### src/rtl/mac_seq_if.sv
// mac_seq_if -- bundles the signals between mac_sequencer, its job source and
// the mac datapath instance.
//
// Signals
//   start, len                  job request and pair count (requester -> sequencer)
//   busy                        sequencer is not idle
//   op_a, op_b, op_valid        operand pair stream (requester -> sequencer)
//   op_ready                    sequencer is ready for the next pair
//   mac_opcode, mac_data        sequencer -> mac.opcode / mac.data_in
//   mac_data_out                mac.data_out -> sequencer
//   mac_acc_overflow            mac accumulator overflow bit -> sequencer
//   result, result_ovf          {MSW, LSW} of the accumulator and its overflow flag
//   result_valid, result_ready  result handshake
//
// Modports
//   master  the environment side: job source, result consumer and the mac instance
//   slave   mac_sequencer
interface mac_seq_if #(
    parameter int DATA_WIDTH = 8,
    parameter int LEN_WIDTH  = 4
);
    logic                      start;
    logic [LEN_WIDTH-1:0]      len;
    logic                      busy;
    logic [DATA_WIDTH-1:0]     op_a;
    logic [DATA_WIDTH-1:0]     op_b;
    logic                      op_valid;
    logic                      op_ready;
    logic [3:0]                mac_opcode;
    logic [DATA_WIDTH-1:0]     mac_data;
    logic [DATA_WIDTH-1:0]     mac_data_out;
    logic                      mac_acc_overflow;
    logic [2*DATA_WIDTH-1:0]   result;
    logic                      result_ovf;
    logic                      result_valid;
    logic                      result_ready;

    modport master (
        output start, len, op_a, op_b, op_valid, result_ready,
               mac_data_out, mac_acc_overflow,
        input  busy, op_ready, mac_opcode, mac_data,
               result, result_ovf, result_valid
    );

    modport slave (
        input  start, len, op_a, op_b, op_valid, result_ready,
               mac_data_out, mac_acc_overflow,
        output busy, op_ready, mac_opcode, mac_data,
               result, result_ovf, result_valid
    );
endinterface

### src/rtl/mac_sequencer.sv
// mac_sequencer -- drives a mac datapath through complete dot-product jobs.
//
// A job is requested with start/len in IDLE. The accumulator is cleared, then
// for each operand pair taken over op_valid/op_ready the sequence
// REGA, REGB, MULT, ACC is issued. At the end the accumulator is read back
// as MSW then LSW and offered as result over result_valid/result_ready.
//
// Ports
//   clk        rising-edge clock
//   a_reset_n  asynchronous active-low reset (shared with the mac instance)
//   bus        mac_seq_if.slave: job request, operand stream, mac opcode/data,
//              mac readback and result handshake
//
// Configuration macro
//   MAC_SEQ_OVF_EN  when defined, result_ovf carries mac_acc_overflow sampled
//                   during the MSW read; otherwise result_ovf is tied to 0.
module mac_sequencer #(
    parameter int         DATA_WIDTH = 8,
    parameter int         LEN_WIDTH  = 4,
    parameter logic [3:0] OPC_IDLE   = 4'hF,
    parameter logic [3:0] MAC_RESET  = 4'h0,
    parameter logic [3:0] MAC_REGA   = 4'h1,
    parameter logic [3:0] MAC_REGB   = 4'h2,
    parameter logic [3:0] MAC_MULT   = 4'h3,
    parameter logic [3:0] MAC_ACC    = 4'h4,
    parameter logic [3:0] MAC_MSW    = 4'h5,
    parameter logic [3:0] MAC_LSW    = 4'h6
) (
    input logic      clk,
    input logic      a_reset_n,
    mac_seq_if.slave bus
);

    typedef enum logic [3:0] {
        S_IDLE,
        S_CLR,
        S_WAIT_OP,
        S_LOAD_A,
        S_LOAD_B,
        S_MULT,
        S_ACC,
        S_RD_MSW,
        S_RD_LSW,
        S_CAP,
        S_DONE
    } state_t;

    state_t                  state_q, state_d;
    logic [LEN_WIDTH-1:0]    cnt_q, cnt_d;
    logic [DATA_WIDTH-1:0]   a_q, a_d;
    logic [DATA_WIDTH-1:0]   b_q, b_d;
    logic [2*DATA_WIDTH-1:0] res_q, res_d;

    logic [3:0]              opcode;
    logic [DATA_WIDTH-1:0]   mdata;
    logic                    op_ready;
    logic                    res_valid;

    always_ff @(posedge clk or negedge a_reset_n) begin
        if (!a_reset_n) begin
            state_q <= S_IDLE;
            cnt_q   <= '0;
            a_q     <= '0;
            b_q     <= '0;
            res_q   <= '0;
        end else begin
            state_q <= state_d;
            cnt_q   <= cnt_d;
            a_q     <= a_d;
            b_q     <= b_d;
            res_q   <= res_d;
        end
    end

    always_comb begin
        state_d   = state_q;
        cnt_d     = cnt_q;
        a_d       = a_q;
        b_d       = b_q;
        res_d     = res_q;
        opcode    = OPC_IDLE;
        mdata     = '0;
        op_ready  = 1'b0;
        res_valid = 1'b0;

        case (state_q)
            S_IDLE: begin
                if (bus.start) begin
                    cnt_d   = bus.len;
                    state_d = S_CLR;
                end
            end
            S_CLR: begin
                opcode  = MAC_RESET;
                // A zero-length job skips straight to readback of the cleared accumulator.
                state_d = (cnt_q != '0) ? S_WAIT_OP : S_RD_MSW;
            end
            S_WAIT_OP: begin
                op_ready = 1'b1;
                if (bus.op_valid) begin
                    a_d     = bus.op_a;
                    b_d     = bus.op_b;
                    state_d = S_LOAD_A;
                end
            end
            S_LOAD_A: begin
                opcode  = MAC_REGA;
                mdata   = a_q;
                state_d = S_LOAD_B;
            end
            S_LOAD_B: begin
                opcode  = MAC_REGB;
                mdata   = b_q;
                state_d = S_MULT;
            end
            S_MULT: begin
                opcode  = MAC_MULT;
                state_d = S_ACC;
            end
            S_ACC: begin
                opcode  = MAC_ACC;
                cnt_d   = cnt_q - LEN_WIDTH'(1);
                state_d = (cnt_q > LEN_WIDTH'(1)) ? S_WAIT_OP : S_RD_MSW;
            end
            S_RD_MSW: begin
                opcode  = MAC_MSW;
                state_d = S_RD_LSW;
            end
            S_RD_LSW: begin
                // mac_data_out is registered in the mac: it now shows the MSW request.
                opcode  = MAC_LSW;
                res_d[2*DATA_WIDTH-1:DATA_WIDTH] = bus.mac_data_out;
                state_d = S_CAP;
            end
            S_CAP: begin
                res_d[DATA_WIDTH-1:0] = bus.mac_data_out;
                state_d = S_DONE;
            end
            S_DONE: begin
                res_valid = 1'b1;
                if (bus.result_ready) begin
                    state_d = S_IDLE;
                end
            end
            default: begin
                state_d = S_IDLE;
            end
        endcase
    end

`ifdef MAC_SEQ_OVF_EN
    logic ovf_q, ovf_d;

    // Sampled while the MSW read is issued, i.e. after the last ACC has landed.
    always_comb begin
        ovf_d = ovf_q;
        if (state_q == S_RD_MSW) begin
            ovf_d = bus.mac_acc_overflow;
        end
    end

    always_ff @(posedge clk or negedge a_reset_n) begin
        if (!a_reset_n) begin
            ovf_q <= 1'b0;
        end else begin
            ovf_q <= ovf_d;
        end
    end

    assign bus.result_ovf = ovf_q;
`else
    logic unused_ovf;
    assign unused_ovf     = bus.mac_acc_overflow;
    assign bus.result_ovf = 1'b0;
`endif

    assign bus.busy         = (state_q != S_IDLE);
    assign bus.op_ready     = op_ready;
    assign bus.mac_opcode   = opcode;
    assign bus.mac_data     = mdata;
    assign bus.result       = res_q;
    assign bus.result_valid = res_valid;

endmodule

### src/flat_wrapper.sv
// flat-port wrapper written by rule: the top's interface ports become plain ports
module mac_sequencer_flat 
#(
    parameter int         DATA_WIDTH = 8,
    parameter int         LEN_WIDTH  = 4,
    parameter logic [3:0] OPC_IDLE   = 4'hF,
    parameter logic [3:0] MAC_RESET  = 4'h0,
    parameter logic [3:0] MAC_REGA   = 4'h1,
    parameter logic [3:0] MAC_REGB   = 4'h2,
    parameter logic [3:0] MAC_MULT   = 4'h3,
    parameter logic [3:0] MAC_ACC    = 4'h4,
    parameter logic [3:0] MAC_MSW    = 4'h5,
    parameter logic [3:0] MAC_LSW    = 4'h6
)
  (clk, a_reset_n, bus_start, bus_len, bus_op_a, bus_op_b, bus_op_valid, bus_result_ready, bus_mac_data_out, bus_mac_acc_overflow, bus_busy, bus_op_ready, bus_mac_opcode, bus_mac_data, bus_result, bus_result_ovf, bus_result_valid);
  mac_seq_if #(.DATA_WIDTH(DATA_WIDTH), .LEN_WIDTH(LEN_WIDTH)) bus_i ();
  input logic clk;
  input logic a_reset_n;
  input wire logic [$bits(bus_i.start)-1:0] bus_start;
  input wire logic [$bits(bus_i.len)-1:0] bus_len;
  input wire logic [$bits(bus_i.op_a)-1:0] bus_op_a;
  input wire logic [$bits(bus_i.op_b)-1:0] bus_op_b;
  input wire logic [$bits(bus_i.op_valid)-1:0] bus_op_valid;
  input wire logic [$bits(bus_i.result_ready)-1:0] bus_result_ready;
  input wire logic [$bits(bus_i.mac_data_out)-1:0] bus_mac_data_out;
  input wire logic [$bits(bus_i.mac_acc_overflow)-1:0] bus_mac_acc_overflow;
  output wire logic [$bits(bus_i.busy)-1:0] bus_busy;
  output wire logic [$bits(bus_i.op_ready)-1:0] bus_op_ready;
  output wire logic [$bits(bus_i.mac_opcode)-1:0] bus_mac_opcode;
  output wire logic [$bits(bus_i.mac_data)-1:0] bus_mac_data;
  output wire logic [$bits(bus_i.result)-1:0] bus_result;
  output wire logic [$bits(bus_i.result_ovf)-1:0] bus_result_ovf;
  output wire logic [$bits(bus_i.result_valid)-1:0] bus_result_valid;
  assign bus_i.start = bus_start;
  assign bus_i.len = bus_len;
  assign bus_i.op_a = bus_op_a;
  assign bus_i.op_b = bus_op_b;
  assign bus_i.op_valid = bus_op_valid;
  assign bus_i.result_ready = bus_result_ready;
  assign bus_i.mac_data_out = bus_mac_data_out;
  assign bus_i.mac_acc_overflow = bus_mac_acc_overflow;
  assign bus_busy = bus_i.busy;
  assign bus_op_ready = bus_i.op_ready;
  assign bus_mac_opcode = bus_i.mac_opcode;
  assign bus_mac_data = bus_i.mac_data;
  assign bus_result = bus_i.result;
  assign bus_result_ovf = bus_i.result_ovf;
  assign bus_result_valid = bus_i.result_valid;
  mac_sequencer #(.DATA_WIDTH(DATA_WIDTH), .LEN_WIDTH(LEN_WIDTH), .OPC_IDLE(OPC_IDLE), .MAC_RESET(MAC_RESET), .MAC_REGA(MAC_REGA), .MAC_REGB(MAC_REGB), .MAC_MULT(MAC_MULT), .MAC_ACC(MAC_ACC), .MAC_MSW(MAC_MSW), .MAC_LSW(MAC_LSW)) u_core (.clk(clk), .a_reset_n(a_reset_n), .bus(bus_i));
endmodule
### config.mk
export PLATFORM = sky130hd
export DESIGN_NAME = mac_sequencer_flat
export DESIGN_NICKNAME = d
export VERILOG_FILES = /design/src/rtl/mac_seq_if.sv /design/src/rtl/mac_sequencer.sv /design/src/flat_wrapper.sv
export SDC_FILE = /design/constraint.sdc
export NUM_CORES = 1
export LEC_CHECK = 0
export BUFFER_PORTS_ARGS = -buffer_cell sky130_fd_sc_hd__clkbuf_2
export CAP_MARGIN = 25
export CORE_UTILIZATION = 40
export DETAILED_ROUTE_END_ITERATION = 10
export PLACE_DENSITY = 0.74
export SYNTH_ARGS = -nofsm -noshare
export SYNTH_HDL_FRONTEND = slang
export SYNTH_SLANG_ARGS = --single-unit
### constraint.sdc
create_clock -name clk -period 4.3 [get_ports clk]
set_clock_uncertainty 0.2 [all_clocks]
set_input_delay 0.86 -clock clk [delete_from_list [all_inputs] [get_ports clk]]
set_output_delay 0.86 -clock clk [all_outputs]
set_load 0.03 [all_outputs]
==> flow_metrics.tcl <==
set metrics [dict create \
    final_area_mm2 0.00250 \
    rr_worst_depth 3 \
    max_freq_mhz 310 \
    path_buf_inv 1 \
    r2r_start "u_core.state_q[3]$_DFFE_PN0P_" \
    antenna_found_initial 0 \
    drtAntennaViolNets 0 \
    ir_worst_vdd_mv 0.422 \
    synth_seq_cells 40 \
    endpoint_kind "output pin" \
    ys_top_cells_by_area "dfrtp_1 (50%), mux2_4 (13%), mux2_2 (7.8%)" \
    min_period_ns 3.23 \
    wl_met3_um 244 \
    worst_pin_slew_ns 0.774 \
    clock_path_buffers 2 \
    gp_congestion 0.811 \
    powerDensity_mw_per_mm2 852 \
    cp.required_ns 3.24 \
    cts.sinks 40 \
    synth_area_mm2 0.00202 \
    avgSynthCellArea_um2 11.9 \
    criticalPathCategory "flop to output pin" \
    crit_slowest_cell "dfrtp_1" \
    synth.largest_area_cell "dfrtp_1" \
    reg2reg_slack_ns 1.96 \
    nets 268 \
    vias 1473 \
    clock_latency_ns 0.29 \
    die_w_um 73.0 \
    setup_viol 0 \
    setup_tns_ns 0 \
    cts_setup_buffers 0 \
    area_growth_pct 24.0 \
    ctsResizeCount 0 \
    top_layer "met4" \
    ys_warn_count 0 \
    dr_wl_met2_um 1920 \
    yosysSeqAreaShare_pct 49.6 \
    io_pins 66 \
    cts_buffers 5 \
    cp-start-kind "flop" \
    leakage_nw 1.23 \
    multi_input_area_um2 937 \
    drtIter0Drc 42 \
    fillerInstances 424 \
    grt_pass1_wl_um 6530 \
    drive_gt1_share_pct 47.6 \
    status "finished, final reports clean" \
    cp_max_fo 17 \
    slew_headroom_pct 48.4 \
    grt_pass1_vias 1413 \
    drv_slew 0 \
    drt_pass1_iterations 4 \
    clk_pin_slew_ns 0.08 \
    row_count 25 \
    viasPerCell 4.91 \
    die_h_um 73.0 \
    dpl_cell_area_mm2 0.00236 \
    yosysTopAreaCellShare_pct 49.6 \
    cts_root_buf "clkbuf_8" \
    hpwl_um 2810 \
    htreeDepth 2 \
    synth_cells 170 \
    grt_max_degree 41 \
    antenna_cells 0 \
    cts_tree "yes" \
    max_stage_delay_ns 0.69 \
    critPathArrivalTime_ns 2.17 \
    wl_met1_um 1740 \
    crit_path_frequent_cell "nor2_1" \
    hold_buffers 0 \
    cp_top_family "simple AND/OR/NAND/NOR gates" \
    path_cells "nand2b_1 > nor2_1 > a22oi_1 > nor2_1 > clkbuf_2" \
    io_buffers 63 \
    fin_crit_sh_pct 75.1 \
    r2r_end "u_core.bus.result[7]$_DFFE_PN0P_" \
    holdCritPathClass "input pin to async pin" \
    wl_um 3940 \
    rsz0062_at_grt "no" \
    drcViolationCount 0 \
    grt_usage_pct 16.3 \
    wl_per_cell_um 13.1 \
    core_mm2 0.00479 \
    final-hold-violation-count 0 \
    grt.overflow.total 0 \
    dieArea_mm2 0.00533 \
    initial_core_util_pct 42.1 \
    cap_violations 0 \
    synth_cell_types 41 \
    synth_fp_nets 206 \
    regArea_mm2 0.00100 \
]
## Yosys cell counts, drive strengths merged
master / instances
dfrtp: 40
mux2: 32
nor2: 23
a21oi: 8
a22oi: 8
nand2: 7
nor3: 6
buf: 5
clkbuf: 5
nand2b: 5
inv: 4
o21ai: 4
a21o: 2
ha: 2
nand3: 2
nor3b: 2
a211o: 1
a2bb2oi: 1
a31oi: 1
and2: 1
and3: 1
conb: 1
mux2i: 1
nor4bb: 1
o211ai: 1
o22a: 1
o22ai: 1
o31ai: 1
or3: 1
or3b: 1
xor2: 1
## layout by cell type, fill, tap and decap left out, drive strengths merged
| master | n |
|---|---|
| o211ai | 1 |
| a211o | 1 |
| clkinv | 1 |
| o22a | 1 |
| conb | 1 |
| nor3 | 6 |
| clkbuf | 69 |
| or3b | 1 |
| a21oi | 8 |
| mux2i | 1 |
| a31oi | 1 |
| nor3b | 2 |
| inv | 4 |
| nand2 | 7 |
| dfrtp | 40 |
| mux2 | 32 |
| nor4bb | 1 |
| o21ai | 4 |
| bufinv | 1 |
| a2bb2oi | 1 |
| and3 | 1 |
| o31ai | 1 |
| buf | 2 |
| or3 | 1 |
| ha | 2 |
| o22ai | 1 |
| nand2b | 5 |
| a22oi | 8 |
| a21o | 2 |
| and2 | 1 |
| nand3 | 2 |
| xor2 | 1 |
| nor2 | 23 |
## where the power goes
group | switching, W | leakage [nW] | total (W) | internal, W
combinational | 0.000606 | 0.701 | 0.00105 | 0.000448
sequential | 0.000187 | 0.470 | 0.000755 | 0.000568
clock | 0.000133 | 0.0614 | 0.000323 | 0.000190
total | 0.000926 | 1.23 | 0.00213 | 0.00121
## state kept, by name (all words and copies together) (netlist names)
name               cells
u_core.cnt_q           4
u_core.state_q         4
u_core.a_q             8
u_core.b_q             8
u_core.bus.result     16
## stage by stage
stage	power [W]	setup WS, ns	cells	hold slack, ns	utilization, %
detailed placement	0.00182	1.37	291	0.293	49.3
global route	0.00228	0.813	300	0.273	52.3
finish	0.00213	1.07	300	0.270	52.3
global placement	0.00180	1.39	291	0.290	49.3
floorplan	0.00157	1.60	170	0.280	-
CTS	0.00216	1.04	299	0.313	51.8
## layout make-up
cell class / instances / area share [%]
Inverter: 4 / 0.600
Clock buffer: 6 / 3.30
Multi-Input combinational cell: 116 / 37.5
Tap cell: 67 / 3.35
Sequential cell: 40 / 40.0
Clock inverter: 2 / 1.55
Timing Repair Buffer: 65 / 13.7
## cell families after synthesis
kind of cell | Yosys count | share of synthesized area, %
AOI/OAI and AO/OA | 29 | 9.55
DFF | 40 | 49.6
muxes | 33 | 21.7
buffers and inverters | 14 | 3.91
other | 1 | 0.186
and+or+nand+nor | 50 | 13.3
xor gates and xnor gates | 1 | 0.434
adders and majority gates | 2 | 1.24
## worst max-delay path by stage
stage                           end  slack [ns]  cells past startpoint                     startpoint
floorplan           bus_mac_data[0]        1.60                      5  u_core.state_q[2]$_DFFE_PN0P_
global placement    bus_mac_data[1]        1.39                      5  u_core.state_q[0]$_DFFE_PN0P_
detailed placement  bus_mac_data[4]        1.37                      5  u_core.state_q[0]$_DFFE_PN0P_
CTS                 bus_mac_data[4]        1.04                      5  u_core.state_q[0]$_DFFE_PN0P_
global route        bus_mac_data[1]        0.81                      5  u_core.state_q[0]$_DFFE_PN0P_
finish              bus_mac_data[0]        1.07                      5  u_core.state_q[0]$_DFFE_PN0P_
## routing by layer
layer | global-route usage (%) | up-vias
met5 | 0 | -
met3 | 5.39 | 7
li1 | - | 723
met2 | 26.5 | 53
met1 | 20.2 | 690
met4 | 5.45 | 0
No activity file was read; power rests on OpenSTA's default activity.
